**config.mk**
```make
export PLATFORM = sky130hd
export DESIGN_NAME = hazard_ctrl
export DESIGN_NICKNAME = d
export VERILOG_FILES = /design/src/rtl/hazard_ctrl_pkg.sv /design/src/rtl/hazard_ctrl_load_use.sv /design/src/rtl/hazard_ctrl.sv
export SDC_FILE = /design/constraint.sdc
export NUM_CORES = 1
export LEC_CHECK = 0
export CAP_MARGIN = 5
export CORE_ASPECT_RATIO = 1.2
export CORE_UTILIZATION = 40
export DETAILED_ROUTE_END_ITERATION = 16
export GPL_TIMING_DRIVEN = 0
export PLACE_DENSITY = 0.8
export SETUP_SLACK_MARGIN = 0.5
export SLEW_MARGIN = 20
export SYNTH_ARGS = -nofsm -noshare
export SYNTH_HDL_FRONTEND = slang
export SYNTH_SLANG_ARGS = --single-unit
```
**constraint.sdc**
```tcl
create_clock -name clk_i -period 4.4 [get_ports clk_i]
set_input_delay 0.88 -clock clk_i [delete_from_list [all_inputs] [get_ports clk_i]]
set_output_delay 0.88 -clock clk_i [all_outputs]
set_load 0.03 [all_outputs]
```
**src/rtl/hazard_ctrl_pkg.sv**
```systemverilog
// Shared definitions for the pipeline hazard controller: FSM state encodings
// and the default mul/div latency.
package hazard_ctrl_pkg;

  typedef enum logic {
    ST_RUN     = 1'b0,
    ST_MD_BUSY = 1'b1
  } hazState_e;

  localparam int DEFAULT_MULDIV_LAT = 32;

endpackage

```
**src/rtl/hazard_ctrl_load_use.sv**
```systemverilog
// Combinational load-use hazard compare between the load in EX and the
// source registers of the instruction in ID.
module load_use_detect (
  input  logic       exMemRead,
  input  logic [4:0] exRegisterRt,
  input  logic [4:0] idRs,
  input  logic [4:0] idRt,
  input  logic       idUsesRt,
  output logic       loadUse
);

  // A load into r0 never creates a dependency because r0 is hardwired to zero.
  assign loadUse = exMemRead && (exRegisterRt != 5'd0) &&
                   ((exRegisterRt == idRs) || (idUsesRt && (exRegisterRt == idRt)));

endmodule

```
**src/rtl/hazard_ctrl.sv**
```systemverilog
// Pipeline hazard/stall controller: load-use stalls, branch flushes, memory
// freezes, mul/div sequencing and a saturating stall-cycle counter.
module hazard_ctrl
  import hazard_ctrl_pkg::*;
#(
  parameter int MULDIV_LAT = DEFAULT_MULDIV_LAT,
  parameter int CNT_W      = 6,
  parameter int PERF_W     = 32
) (
  input  logic              clk_i,
  input  logic              rst_i,
  input  logic [4:0]        IdRs_i,
  input  logic [4:0]        IdRt_i,
  input  logic              IdUsesRt_i,
  input  logic              IdMulDiv_i,
  input  logic              ExMemRead_i,
  input  logic [4:0]        ExRegisterRt_i,
  input  logic              BranchTaken_i,
  input  logic              MemStall_i,
  output logic              PcWrite_o,
  output logic              IfIdWrite_o,
  output logic              IfIdFlush_o,
  output logic              IdExBubble_o,
  output logic              PipeStall_o,
  output logic              MulDivStart_o,
  output logic              MulDivBusy_o,
  output logic [PERF_W-1:0] StallCycles_o
);

  hazState_e        state, nextState;
  logic [CNT_W-1:0] cnt, nextCnt;
  logic             loadUse;

  load_use_detect uLoadUse (
    .exMemRead    (ExMemRead_i),
    .exRegisterRt (ExRegisterRt_i),
    .idRs         (IdRs_i),
    .idRt         (IdRt_i),
    .idUsesRt     (IdUsesRt_i),
    .loadUse      (loadUse)
  );

  // Output decode in strict priority order; a memory freeze overrides any bubble.
  always_comb begin
    PcWrite_o     = 1'b1;
    IfIdWrite_o   = 1'b1;
    IfIdFlush_o   = 1'b0;
    IdExBubble_o  = 1'b0;
    PipeStall_o   = 1'b0;
    MulDivStart_o = 1'b0;
    MulDivBusy_o  = 1'b0;
    if (rst_i) begin
      PcWrite_o    = 1'b0;
      IfIdWrite_o  = 1'b0;
      IfIdFlush_o  = 1'b1;
      IdExBubble_o = 1'b1;
    end else if (MemStall_i) begin
      PcWrite_o    = 1'b0;
      IfIdWrite_o  = 1'b0;
      PipeStall_o  = 1'b1;
      MulDivBusy_o = (state == ST_MD_BUSY);
    end else if (state == ST_MD_BUSY) begin
      PcWrite_o    = 1'b0;
      IfIdWrite_o  = 1'b0;
      IdExBubble_o = 1'b1;
      MulDivBusy_o = 1'b1;
    end else if (loadUse) begin
      PcWrite_o    = 1'b0;
      IfIdWrite_o  = 1'b0;
      IdExBubble_o = 1'b1;
    end else if (BranchTaken_i) begin
      IfIdFlush_o = 1'b1;
    end else if (IdMulDiv_i) begin
      MulDivStart_o = 1'b1;
    end
  end

  // The countdown keeps running through memory stalls; the mul/div unit is independent.
  always_comb begin
    nextState = state;
    nextCnt   = cnt;
    case (state)
      ST_RUN: begin
        if (MulDivStart_o) begin
          nextState = ST_MD_BUSY;
          nextCnt   = CNT_W'(MULDIV_LAT - 1);
        end
      end
      ST_MD_BUSY: begin
        if (cnt == '0) begin
          nextState = ST_RUN;
        end else begin
          nextCnt = cnt - 1'b1;
        end
      end
      default: nextState = ST_RUN;
    endcase
  end

  always_ff @(posedge clk_i) begin
    if (rst_i) begin
      state         <= ST_RUN;
      cnt           <= '0;
      StallCycles_o <= '0;
    end else begin
      state <= nextState;
      cnt   <= nextCnt;
      if (!PcWrite_o && (StallCycles_o != '1)) begin
        StallCycles_o <= StallCycles_o + 1'b1;
      end
    end
  end

endmodule

```
==> impl_metrics.tcl, run 1 <==
set metrics [dict create \
    post-route-min-period_ns 3.81 \
    slowest_delay_ns 0.46 \
    cts_root_buffer "clkbuf_8" \
    pin_count 61 \
    synthCells 256 \
    report.final.hold_viol_count 0 \
    fill_cells 450 \
    cp.required_ns 3.52 \
    syn_avg_cell_area_um2 8.27 \
    skew_ns 0.00626 \
    htreeDepth 2 \
    critPathCaptureType "output port" \
    start_kind "input port" \
    hp-class "reg2reg" \
    area_growth_pct 36.9 \
    dpl_worst_slack_ns -0.0782 \
    fp.dieW_um 68.4 \
    cts.sinks 39 \
    grt_pass1_vias 2046 \
    fin_nets 349 \
    num_vias 2099 \
    dp.cells 375 \
    path_buf_inv 5 \
    globalplace.congestion 0.801 \
    vias_per_cell 5.44 \
    crit_family "buffers and inverters" \
    relSlewSlack 0.665 \
    detailed_place_hpwl_um 3730 \
    synth.top_cells.by_area "dfxtp_1, xor2_1, nor2_1, nand3_1, and3_1" \
    finish.instance_area_um2 2900 \
    synth_flop_cell "dfxtp_1" \
    p_leak_nw 1.04 \
    drt_pass1_iterations 4 \
    rsz0062_at_grt "no" \
    async_reset_ff_frac 0 \
    ant_nets 0 \
    clock.fmax_ghz 0.263 \
    status "finished clean" \
    wl_per_cell_um 13.1 \
    stdcell_count 386 \
    yosys-top-cells-count "dfxtp_1, nor2_1, xor2_1, nand3_1, nand2_1" \
    wl_um 5040 \
    fin_ws_ns 0.593 \
    drive_above_1_share 0.0828 \
    ys_seq_area_frac 0.369 \
    setup_viol 0 \
    drc 0 \
    cap_viol_max_count 0 \
    cellPowerDensity_nw_per_um2 243 \
    cts.reportedPaths.clkPinSlew_ns 0.08 \
    fin_tns_setup_ns 0 \
    drt-initial-drc-count 90 \
    cts_tree "built" \
    synth_area_um2 2120 \
    grt_max_degree 13 \
    netlist.top_cell.by_area "dfxtp_1" \
    place_area_um2 2780 \
    overflow 0 \
    die_h_um 81.7 \
    ys_types 40 \
    synth_edf_count 0 \
    n_antenna_cell 0 \
    cts.path.max_buffers 2 \
    synth-seq-cells 39 \
    clk_latency_ns 0.29 \
    numCtsBuffers 5 \
    crit_fanout 10 \
    tightestPinTransition_ns 0.502 \
    vdd_ir_drop_max_mv 0.184 \
    coreArea_um2 5010 \
    grt_pass1_wl_um 8770 \
    rows 28 \
    critPathArrivalTime_ns 2.93 \
    period_share 0.865 \
    yosys_warnings 0 \
    initial_core_util 0.423 \
    io_buffers 59 \
    antenna_found_initial 0 \
    fp.dieArea_um2 5590 \
    yosysTopAreaCellShare 0.369 \
    cp_slowest_cell "clkdlybuf4s50_1" \
    critical_path_class "in2out" \
    yosysMostFrequentCell "dfxtp_1" \
    track_usage 0.203 \
    synthesis.nets 280 \
    crit_chain "clkdlybuf4s50_1 -> xor2_1 -> nor4_1 -> a32oi_1 -> o21ai_4 -> buf_6 -> inv_1 -> buf_4 -> dlygate4sd2_1" \
    drv_slew 0 \
    hold_buffers 0 \
]
routing by layer:
layer	global-route usage	up-vias	routed length, um
li1	-	1048	-
met1	0.239	974	2140
met2	0.355	72	2510
met3	0.0528	5	343
met4	0.0583	0	44
met5	0	-	0
where the power goes:
group | internal, mW | switching [mW]
Clock | 0.111 | 0.130
Sequential | 0.358 | 0.00637
Combinational | 0.0467 | 0.0515
area by class of cell:
| class | count | area, um2 | share of cell area |
|---|---|---|---|
| clock buffers | 6 | 72.6 | 0.0250 |
| repair buffers | 62 | 609 | 0.210 |
| clock inverters | 2 | 12.5 | 0.00432 |
| flip-flops and latches | 39 | 781 | 0.269 |
| inverters | 6 | 22.5 | 0.00777 |
| well taps | 60 | 75.1 | 0.0259 |
| multi-input cells | 197 | 1260 | 0.433 |
| plain buffers | 14 | 70.1 | 0.0242 |
kinds of logic (layout without fill, tap and decap cells):
group | count (synthesis) | in the layout | synth area share
AO/OA/AOI/OAI | 32 | 32 | 0.103
flip-flops | 39 | 39 | 0.369
multiplexers | 2 | 2 | 0.0106
adder cells (fa/ha/maj) | 2 | 2 | 0.0118
XOR/XNOR | 31 | 31 | 0.128
AND/OR/NAND/NOR | 130 | 130 | 0.337
buffers and inverters | 20 | 90 | 0.0402
worst register-to-register path: cells and delay by family (launching register included):
kind	cells	cell delay (ns)
buffers and inverters	2	0.60
AND/OR/NAND/NOR	6	1.05
XOR/XNOR	1	0.17
flip-flops	1	0.48
state kept, by name (all words and copies together) (netlist names):
| signal | count |
|---|---|
| StallCycles_o | 32 |
| cnt | 6 |
| state | 1 |
through the flow:
step	util	total power, mW	hold slack (ns)
floorplan	-	0.426	0.450
finish	0.579	0.704	0.494
CTS	0.573	0.703	0.496
global route	0.579	0.734	0.517
detailed placement	0.556	0.469	0.482
global placement	0.556	0.467	0.472
placed cells by master, fill, tap and decap left out, types with 6 or more instances in the layout:
| cell type | instances |
|---|---|
| nor2b_1 | 6 |
| dfxtp_1 | 39 |
| a21oi_1 | 12 |
| nand4_1 | 8 |
| nor3_1 | 6 |
| inv_1 | 6 |
| and3_1 | 12 |
| clkbuf_1 | 10 |
| clkdlybuf4s50_1 | 54 |
| nor2_1 | 33 |
| xnor2_1 | 7 |
| xor2_1 | 24 |
| or3_1 | 6 |
| nand2_1 | 13 |
| nand3_1 | 21 |
path summary, 6_finish.rpt:
| check | from | endpoint | slack (ns) | depth (start not counted) |
|---|---|---|---|---|
| setup reg to reg | StallCycles_o[22]$_SDFFE_PP0P_ | StallCycles_o[14]$_SDFFE_PP0P_ | 1.98 | 9 |
| setup / recovery | ExRegisterRt_i[3] | PcWrite_o | 0.59 | 9 |
| hold / removal | cnt[5]$_SDFFE_PP0P_ | cnt[5]$_SDFFE_PP0P_ | 0.49 | 1 |
| hold reg to reg | cnt[5]$_SDFFE_PP0P_ | cnt[5]$_SDFFE_PP0P_ | 0.49 | 1 |
repair_timing:
| item | CTS | global route |
|---|---|---|
| gates resized for setup | 10 | 3 |
| endpoints found under the setup margin | 5 | 3 |
| pin swaps | 0 | 2 |
| cloned | 0 | 0 |
| buffers inserted | 0 | 3 |
No activity file was read; power rests on OpenSTA's default activity.
==> run 2: changes to the inputs <==
Settings changed: CORE_ASPECT_RATIO 1.2 to 1.5.
==> run 2 against run 1 <==
Compared with the run above:
- die area hardly changed
- largest cell class unchanged
- via count stayed put
- sequential share of layout area is 0.19 points higher
- highest routed layer unchanged
- final area is 0.69% lower
- clock skew is 0.0024 ns lower
- sequential cell count stayed put
- total power is 1.5% lower
- core utilization is 1.7 points lower
==> impl_metrics.tcl, run 2 (synthesis gave the netlist of run 1 again) <==
set metrics [dict create \
    hp-class "reg2reg" \
    fin_nets 347 \
    post-route-min-period_ns 3.80 \
    holdWs_ns 0.494 \
    dp.cells 383 \
    fin_tns_setup_ns 0 \
    drive_above_1_share 0.0710 \
    rows 32 \
    cp.required_ns 3.52 \
    p_leak_nw 1.03 \
    grt_pass1_wl_um 8590 \
    cap_viol_max_count 0 \
    critical_path_class "in2out" \
    initial_core_util 0.413 \
    wl_per_cell_um 13.2 \
    n_antenna_cell 0 \
    antenna_found_initial 0 \
    fp.dieArea_um2 5600 \
    grt_max_degree 12 \
    hold_start "cnt[5]$_SDFFE_PP0P_" \
    drv_slew 0 \
    top_regs "StallCycles_o x32, cnt x6, state x1" \
    crit_fanout 10 \
    io_buffers 59 \
    fp.dieW_um 61.4 \
    critPathCaptureType "output port" \
    rr_worst_depth 9 \
    cellPowerDensity_nw_per_um2 241 \
    report.final.hold_viol_count 0 \
    layout_common_cells "clkdlybuf4s50_1, dfxtp_1, nor2_1" \
    coreArea_um2 5120 \
    cts_tree "built" \
    r2r_start "StallCycles_o[22]$_SDFFE_PP0P_" \
    numCtsBuffers 5 \
    cts.reportedPaths.clkPinSlew_ns 0.07 \
    cts.sinks 39 \
    cts_root_buffer "clkbuf_8" \
    regToRegEndpoint "StallCycles_o[20]$_SDFFE_PP0P_" \
    clock.fmax_ghz 0.263 \
    top_register "StallCycles_o" \
    ant_nets 0 \
    die_h_um 91.1 \
    drt-initial-drc-count 82 \
    setup_viol 0 \
    largest_reg_flops 32 \
    drc 0 \
    critPathArrivalTime_ns 2.92 \
    start_kind "input port" \
    cts.path.max_buffers 2 \
    period_share 0.863 \
    min_to "cnt[5]$_SDFFE_PP0P_" \
    drt_pass1_iterations 4 \
    wl_um 5180 \
    detailed_place_hpwl_um 3950 \
    rsz0062_at_grt "no" \
    stdcell_count 392 \
    num_vias 2099 \
    grt_pass1_vias 1956 \
    pin_count 61 \
    min_delay_path_depth 1 \
    skew_ns 0.00386 \
    vdd_ir_drop_max_mv 0.127 \
    vias_per_cell 5.35 \
    status "finished clean" \
    finish.instance_area_um2 2880 \
    tightestPinTransition_ns 0.526 \
    fill_cells 502 \
    htreeDepth 2 \
    relSlewSlack 0.650 \
    final_common_cell "clkdlybuf4s50_1" \
    area_growth_pct 35.9 \
    place_area_um2 2790 \
    r2r_slack_ns 1.94 \
    track_usage 0.198 \
    overflow 0 \
    clk_latency_ns 0.29 \
    globalplace.congestion 0.809 \
]
run 2: repair_timing:
action / CTS / global route
gates cloned: 0 / 0
setup endpoints to repair: 5 / 3
gates resized for setup: 8 / 4
setup buffers: 1 / 0
pin swaps: 1 / 0
hold buffers: 0 / 0
hold endpoints to repair: 0 / 0
run 2: area by class of cell:
| cell class | instances | area [um2] | share of cell area |
|---|---|---|---|
| plain buffers | 14 | 66.3 | 0.0230 |
| clock buffers | 7 | 76.3 | 0.0265 |
| clock inverters | 1 | 5.00 | 0.00174 |
| inverters | 6 | 22.5 | 0.00782 |
| multi-input cells | 197 | 1250 | 0.435 |
| flip-flops and latches | 39 | 781 | 0.271 |
| well taps | 68 | 85.1 | 0.0296 |
| repair buffers | 60 | 591 | 0.205 |
run 2: routing by layer:
layer / wire length (um) / share of wire / up-vias / track usage
met1: 2050 / 0.39 / 976 / 0.220
met4: 114 / 0.022 / 0 / 0.0722
met3: 278 / 0.054 / 10 / 0.0413
met2: 2740 / 0.53 / 69 / 0.353
met5: 0 / 0 / - / 0
li1: - / - / 1044 / -
run 2: worst max-delay path, stage by stage:
cell             delay (ns)
clkdlybuf4s50_1        0.46
or4_1                  0.56
o21ai_1                0.26
o21ai_4                0.08
clkbuf_4               0.20
nor2_1                 0.10
clkdlybuf4s15_1        0.37
run 2: where the power goes:
part | switching (mW) | internal [mW] | leakage (nW) | total (mW)
Combinational | 0.0511 | 0.0447 | 0.669 | 0.0958
Clock | 0.122 | 0.111 | 0.0422 | 0.233
Sequential | 0.00660 | 0.358 | 0.315 | 0.365
run 2: metrics by stage:
stage	worst slack [ns]	power, mW	utilization
floorplan	0.999	0.426	-
global placement	-0.0972	0.467	0.545
detailed placement	-0.105	0.469	0.545
CTS	0.501	0.696	0.562
global route	0.503	0.723	0.562
finish	0.603	0.693	0.562
run 2: worst max path at each step:
stage                            from             to  slack, ns  cells after the start
global route        ExRegisterRt_i[0]  MulDivStart_o       0.50                      7
CTS                 ExRegisterRt_i[0]      PcWrite_o       0.50                      8
floorplan           ExRegisterRt_i[0]      PcWrite_o        1.0                      6
global placement    ExRegisterRt_i[3]      PcWrite_o       -0.1                      9
detailed placement  ExRegisterRt_i[0]      PcWrite_o      -0.11                      8
finish              ExRegisterRt_i[0]  MulDivStart_o       0.60                      7
==> run 3: changes to the inputs <==
Settings changed: CTS_CLUSTER_DIAMETER from default to 50.
==> results of run 3 <==
No change in the layout: final DEF, timing and power equal those of run 2.
